===== src/rtl/gen_sequencer_pkg.sv =====
// -----------------------------------------------------------------------------
// gen_sequencer_pkg
// Purpose : Shared definitions for the generation sequencer slice: the FSM
//           state type, the default generation-counter width and a small
//           helper that classifies states as "generation in flight".
// Ports   : none (package).
// Config  : the ERROR state is only reachable when GEN_WATCHDOG_EN is defined.
// -----------------------------------------------------------------------------
package gen_sequencer_pkg;

   localparam int unsigned GEN_W_DEFAULT = 16;

   typedef enum logic [2:0] {
      ST_IDLE  = 3'd0,
      ST_START = 3'd1,
      ST_GUARD = 3'd2,
      ST_RUN   = 3'd3,
      ST_SYNC  = 3'd4,
      ST_ERROR = 3'd5
   } seq_state_t;

   // A generation is in flight from the start pulse until the buffer swap.
   function automatic logic state_is_busy(input seq_state_t s);
      return (s == ST_START) || (s == ST_GUARD) || (s == ST_RUN) || (s == ST_SYNC);
   endfunction

endpackage


===== src/rtl/gen_watchdog.sv =====
// -----------------------------------------------------------------------------
// gen_watchdog
// Purpose : Cycle counter that flags a generation which runs too long.
//           Counts while enabled, saturates at WDT_CYCLES-1 and reports
//           expiry there; a clear returns it to zero.
// Ports   : i_clk      - clock, rising edge
//           i_rst_n    - asynchronous active-low reset
//           i_clear    - synchronous clear of the count
//           i_enable   - count this cycle
//           o_expired  - count has reached WDT_CYCLES-1
// Config  : only instantiated when GEN_WATCHDOG_EN is defined.
// -----------------------------------------------------------------------------
module gen_watchdog
   import gen_sequencer_pkg::*;
#(
   parameter int unsigned WDT_CYCLES = 2**20
) (
   input  logic i_clk,
   input  logic i_rst_n,
   input  logic i_clear,
   input  logic i_enable,
   output logic o_expired
);

   localparam int unsigned      LP_W    = $clog2(WDT_CYCLES) + 1;
   localparam logic [LP_W-1:0]  LP_LAST = LP_W'(WDT_CYCLES - 1);

   logic [LP_W-1:0] r_cnt;

   always_ff @(posedge i_clk or negedge i_rst_n) begin
      if (!i_rst_n) begin
         r_cnt <= '0;
      end else if (i_clear) begin
         r_cnt <= '0;
      end else if (i_enable && !o_expired) begin
         r_cnt <= r_cnt + LP_W'(1);
      end
   end

   assign o_expired = (r_cnt == LP_LAST);

endmodule


===== src/rtl/gen_sequencer.sv =====
// -----------------------------------------------------------------------------
// gen_sequencer
// Purpose : Paces a life-logic engine against the display. A generation is
//           launched on a frame tick (free-running or single-stepped), the
//           engine's done flag is masked for GUARD_CYCLES after the start
//           pulse, and the double buffer is swapped and the generation count
//           bumped on the first frame tick after done.
// Ports   : clk_in           - sole clock, rising edge
//           rst_n_in         - asynchronous active-low reset
//           frame_tick_in    - one-cycle pulse at start of vertical blanking
//           run_in           - level, free-running generations when high
//           step_in          - pulse, request one generation while paused
//           logic_done_in    - done flag from the life logic engine
//           logic_start_out  - one-cycle start pulse to the engine
//           buf_sel_out      - displayed/read half of the double buffer
//           gen_count_out    - completed-generation count (wraps)
//           busy_out         - generation in flight
//           err_out          - sticky watchdog error
// Config  : GEN_WATCHDOG_EN - adds gen_watchdog and the ERROR state; without
//           it err_out is tied low and RUN waits for done indefinitely.
// -----------------------------------------------------------------------------
module gen_sequencer
   import gen_sequencer_pkg::*;
#(
   parameter int unsigned GEN_W        = GEN_W_DEFAULT,
   parameter int unsigned GUARD_CYCLES = 4,
   parameter int unsigned WDT_CYCLES   = 2**20
) (
   input  logic             clk_in,
   input  logic             rst_n_in,
   input  logic             frame_tick_in,
   input  logic             run_in,
   input  logic             step_in,
   input  logic             logic_done_in,
   output logic             logic_start_out,
   output logic             buf_sel_out,
   output logic [GEN_W-1:0] gen_count_out,
   output logic             busy_out,
   output logic             err_out
);

   localparam int unsigned       LP_GW         = (GUARD_CYCLES > 1) ? $clog2(GUARD_CYCLES) : 1;
   localparam logic [LP_GW-1:0]  LP_GUARD_LAST = LP_GW'(GUARD_CYCLES - 1);

   seq_state_t       r_state;
   seq_state_t       w_state_nxt;
   logic [1:0]       r_rst_sync;
   logic             w_rst_ok;
   logic             r_step_pending;
   logic [LP_GW-1:0] r_guard_cnt;
   logic             w_guard_end;
   logic             r_buf_sel;
   logic [GEN_W-1:0] r_gen_count;
   logic             w_go;
   logic             w_commit;

   // Reset release is retimed through two flops; the FSM may only leave IDLE
   // once the synchronised release has arrived.
   always_ff @(posedge clk_in or negedge rst_n_in) begin
      if (!rst_n_in) begin
         r_rst_sync <= '0;
      end else begin
         r_rst_sync <= {r_rst_sync[0], 1'b1};
      end
   end

   assign w_rst_ok    = r_rst_sync[1];
   assign w_guard_end = (r_guard_cnt == LP_GUARD_LAST);

`ifdef GEN_WATCHDOG_EN
   logic w_wdt_enable;
   logic w_wdt_clear;
   logic w_wdt_expired;

   assign w_wdt_enable = (r_state == ST_GUARD) || (r_state == ST_RUN);
   assign w_wdt_clear  = ~w_wdt_enable;

   gen_watchdog #(
      .WDT_CYCLES (WDT_CYCLES)
   ) u_watchdog (
      .i_clk     (clk_in),
      .i_rst_n   (rst_n_in),
      .i_clear   (w_wdt_clear),
      .i_enable  (w_wdt_enable),
      .o_expired (w_wdt_expired)
   );
`endif

   always_comb begin
      w_state_nxt = r_state;
      w_go        = 1'b0;
      w_commit    = 1'b0;
      case (r_state)
         ST_IDLE: begin
            if (frame_tick_in && w_rst_ok && (run_in || r_step_pending)) begin
               w_state_nxt = ST_START;
               w_go        = 1'b1;
            end
         end
         ST_START: begin
            w_state_nxt = ST_GUARD;
         end
         ST_GUARD: begin
`ifdef GEN_WATCHDOG_EN
            if (w_wdt_expired) begin
               w_state_nxt = ST_ERROR;
            end else if (w_guard_end) begin
               w_state_nxt = ST_RUN;
            end
`else
            if (w_guard_end) begin
               w_state_nxt = ST_RUN;
            end
`endif
         end
         ST_RUN: begin
            // A done sampled on the expiry cycle still completes the generation.
            if (logic_done_in) begin
               w_state_nxt = ST_SYNC;
`ifdef GEN_WATCHDOG_EN
            end else if (w_wdt_expired) begin
               w_state_nxt = ST_ERROR;
`endif
            end
         end
         ST_SYNC: begin
            // Returning to IDLE here means the same tick cannot also launch
            // the next generation.
            if (frame_tick_in) begin
               w_state_nxt = ST_IDLE;
               w_commit    = 1'b1;
            end
         end
`ifdef GEN_WATCHDOG_EN
         ST_ERROR: begin
            w_state_nxt = ST_ERROR;
         end
`endif
         default: begin
            w_state_nxt = ST_IDLE;
         end
      endcase
   end

   always_ff @(posedge clk_in or negedge rst_n_in) begin
      if (!rst_n_in) begin
         r_state        <= ST_IDLE;
         r_step_pending <= 1'b0;
         r_guard_cnt    <= '0;
         r_buf_sel      <= 1'b0;
         r_gen_count    <= '0;
      end else begin
         r_state <= w_state_nxt;
         // A step arriving on the very cycle a generation launches is kept
         // for the following tick rather than being lost.
         r_step_pending <= step_in | (r_step_pending & ~w_go);
         if (r_state == ST_GUARD) begin
            r_guard_cnt <= r_guard_cnt + LP_GW'(1);
         end else begin
            r_guard_cnt <= '0;
         end
         if (w_commit) begin
            r_buf_sel   <= ~r_buf_sel;
            r_gen_count <= r_gen_count + GEN_W'(1);
         end
      end
   end

   assign logic_start_out = (r_state == ST_START);
   assign busy_out        = state_is_busy(r_state);
   assign buf_sel_out     = r_buf_sel;
   assign gen_count_out   = r_gen_count;

`ifdef GEN_WATCHDOG_EN
   assign err_out = (r_state == ST_ERROR);
`else
   assign err_out = 1'b0;
`endif

endmodule


===== config.mk =====
export PLATFORM = sky130hd
export DESIGN_NAME = gen_sequencer
export DESIGN_NICKNAME = d
export VERILOG_FILES = /design/src/rtl/gen_sequencer_pkg.sv /design/src/rtl/gen_watchdog.sv /design/src/rtl/gen_sequencer.sv
export SDC_FILE = /design/constraint.sdc
export NUM_CORES = 1
export LEC_CHECK = 0
export ABC_AREA = 1
export BUFFER_PORTS_ARGS = -buffer_cell sky130_fd_sc_hd__buf_2
export CAP_MARGIN = 20
export CORE_UTILIZATION = 53
export DETAILED_ROUTE_END_ITERATION = 6
export PLACE_DENSITY = 0.77
export SLEW_MARGIN = 20
export SYNTH_ARGS = -nofsm -noshare
export SYNTH_HDL_FRONTEND = slang
export SYNTH_SLANG_ARGS = --single-unit

===== constraint.sdc =====
create_clock -name clk_in -period 1.54 [get_ports clk_in]
set_input_delay 0.077 -clock clk_in [delete_from_list [all_inputs] [get_ports clk_in]]
set_output_delay 0.077 -clock clk_in [all_outputs]
set_load 0.01 [all_outputs]

==> flow_summary.toml <==
[floorplan]
core_region_area_mm2 = 0.00228
io_pins = 26
num_rows = 17
die-area_mm2 = 0.00271
effective_utilization_at_floorplan_pct = 58.3
chipHeight_um = 52.0
die_w_um = 52.0

[worst_hold_path]
worstHoldPathType = "input port to register"
worst_hold_startpoint = "logic_done_in"
hold-path-endpoint = "r_state[0]"
whs_path_depth = 4

[clock_network]
htree_levels = 1
clk_transition_reported_paths_ps = 130
clockBufferDepth = 2
cts_num_sinks = 25
cts_buffers = 3
clock_insertion_delay_worst_skew_ps = 300
root_buffer_selected_by_cts = "clkbuf_4"
cts_tree = "done"

[placed_design]
final_gp_congestion = 0.775
place_hpwl_mm = 1.69
numPlacedInstances = 212
port_buffers = 24

[setup_path]
cp.arrival_ps = 1620
cell_with_the_largest_stage_delay_on_the_worst_path = "dfrtp_1"
timing.critical_path.to_type = "register"
crit_path_start_kind = "register"
reg2reg_to = "gen_count_out[14]"
timing.setup.critical_path_class = "register to register"
critical_path.max_fanout = 10
reg2reg_from = "r_state[1]"
cp.required_ps = 1750
cp_cell_sequence = "nor2_4 > nand3_4 > nor2_4 > nand3_1 > nand2_1 > nand2_1"
ff2ff_path_depth = 6
setup.reg_to_reg.worst_slack_ps = 140
cpPeakStageDelay_ps = 490

[pwr]
total_leakage_power_nw = 0.851
pwr_density_cell_mw_per_mm2 = 1150
vdd_ir_drop_max_mv = 1.07

[logic_synthesis]
synth_edf_count = 0
ys_dominant_reg_cell = "dfrtp_1"
distinct_cells_synth = 20
post_synth_inst_count = 162
synth.ff_latch_count = 25
fraction_of_the_yosys_area_taken_by_sequential_cells_pct = 47.1
yosysWarnings = 0
mappedNetlistArea_mm2 = 0.00133
synth_area_per_cell_um2 = 8.19
synthesis.nets = 170
synth_async_sr_flop_share_pct = 100

[global_routing]
antenna_found_initial = 0
grt_pass1_vias = 921
total_routing_usage_gr_pct = 18.8
grt_first_pass_wirelength_mm = 3.79
grt_max_degree = 26
remaining_global_route_overflow = 0

[layout]
fin_util_pct = 67.3
insertedDiodeCount = 0
fillerInstances = 190
drive_above_1_share_pct = 21.9
register_area_um2 = 628
multi_input_area_um2 = 627
finish.cell_count_without_fillers = 220
flow.area_growth_from_synthesis_pct = 15.4
fin_nets = 201

[route]
drt-wirelength-per-cell_um = 10.3
drc_errors = 0
postRouteAntennaNets = 0
vias = 1104
routed_via_density = 5.02
detail_route.wirelength_mm = 2.27
detailedRoute.firstIterationViolations = 25
detailedRoute.firstPassIterationCount = 4

[job]
drv_cap = 0

[sta]
timing.setup.tns_ps = 0
actual_transition_at_the_worst_max_transition_pin_ps = 534
highest_clock_rate_mhz = 712
worst_slew_margin_rel_pct = 64.4
final_hold_viol_count = 0
report.final.slew_viol_count = 0
layout_worst_path_cycle_share_pct = 91.2
rsz0062_at_grt = "no"
setup-violations-final = 0
clock-skew-final_ps = 4.33
finalWorstPathRequiredPeriod_ps = 1400

[status]
status = "completed"
==> flip-flops by register name, indices dropped and copies added, names as in the netlist <==
| signal | flops |
|---|---|
| r_step_pending | 1 |
| buf_sel_out | 1 |
| r_state | 3 |
| gen_count_out | 16 |
| r_guard_cnt | 2 |
| r_rst_sync | 2 |
==> stage by stage <==
stage | total power, mW | hold WS [ps] | cell area [um^2] | worst slack (ps)
2_1_floorplan | 1.28 | -219 | 1330 | 295
3_3_place_gp | 1.43 | 98.4 | 1460 | 134
3_5_place_dp | 1.45 | 95.9 | 1460 | 59.0
4_1_cts | 1.74 | 16.0 | 1510 | 24.2
5_1_grt | 1.92 | 66.2 | 1530 | 10.9
6_report | 1.75 | 41.8 | 1530 | 135
==> timing repair <==
| action | CTS | global route |
|---|---|---|
| setup endpoints to repair | 0 | 5 |
| setup buffers | 0 | 1 |
| gates resized for setup | 0 | 6 |
| hold buffers | 2 | 0 |
| endpoints found under the hold margin | 26 | 0 |
==> layout make-up <==
| type | count | area share [%] |
|---|---|---|
| well taps | 28 | 2.29 |
| inverters | 18 | 4.41 |
| repair buffers | 27 | 9.64 |
| multi-input cells | 118 | 40.9 |
| clock buffers | 4 | 1.72 |
| flip-flops and latches | 25 | 41.0 |
==> worst max-delay path, delay by kind of cell, from the launching register on <==
family           cells  cell delay, ps
and+or+nand+nor      6             840
DFF                  1             490
==> layer usage <==
| metal | share of wire (%) | GRT usage [%] | up-vias |
|---|---|---|---|
| met5 | 0 | 0 | - |
| met4 | 0.40 | 5.41 | 0 |
| met3 | 4.8 | 2.63 | 2 |
| met2 | 48 | 30.8 | 31 |
| met1 | 47 | 25.6 | 501 |
| li1 | - | - | 570 |
==> kinds of logic after synthesis <==
kind of cell | count (synthesis) | synth area share [%]
fa+ha+maj | 2 | 1.88
simple gates | 103 | 37.6
xor+xnor | 8 | 5.28
buf+inv | 20 | 6.79
compound gates | 2 | 0.754
other cells | 2 | 0.566
flops | 25 | 47.1
==> power breakdown <==
group	internal (mW)	leakage, nW	switching [mW]	total (mW)
clock	0.101	0.0150	0.175	0.276
combinational	0.231	0.517	0.350	0.582
sequential	0.765	0.319	0.131	0.896
total	1.10	0.851	0.656	1.75
==> placed cells by master, fill, tap and decap left out, drive strengths merged, types with 3 or more instances in the layout <==
master | synthesis | final
nor3 | 3 | 3
buf | 2 | 25
nand3 | 15 | 15
dfrtp | 25 | 25
nand2 | 53 | 53
xor2 | 6 | 6
nor2 | 24 | 25
clkbuf | 0 | 4
nand4 | 6 | 6
inv | 18 | 18
==> cell usage after synthesis (2+ instances only) <==
master | number | share of area (%)
conb_1 | 2 | 0.57
dfrtp_1 | 25 | 47
ha_1 | 2 | 1.9
inv_1 | 18 | 5.1
nand2_1 | 51 | 14
nand2_2 | 2 | 0.94
nand3_1 | 14 | 5.3
nand3b_1 | 2 | 1.1
nand4_1 | 6 | 2.8
nor2_1 | 20 | 5.7
nor2_4 | 3 | 2.5
nor3_1 | 2 | 0.75
o21ai_0 | 2 | 0.75
xnor2_1 | 2 | 1.3
xor2_1 | 6 | 4.0
==> how the worst max path moves through the flow <==
stage	from	to	slack (ps)	cells after the start
final	r_state[1]	gen_count_out[14]	140	6
after global routing	r_state[1]	gen_count_out[10]	10	6
after CTS	r_state[2]	busy_out	20	6
after floorplan	r_state[1]	gen_count_out[13]	300	7
after global placement	r_state[1]	gen_count_out[12]	130	6
after detailed placement	r_state[1]	gen_count_out[14]	60	6
No activity file was read; power rests on OpenSTA's default activity.
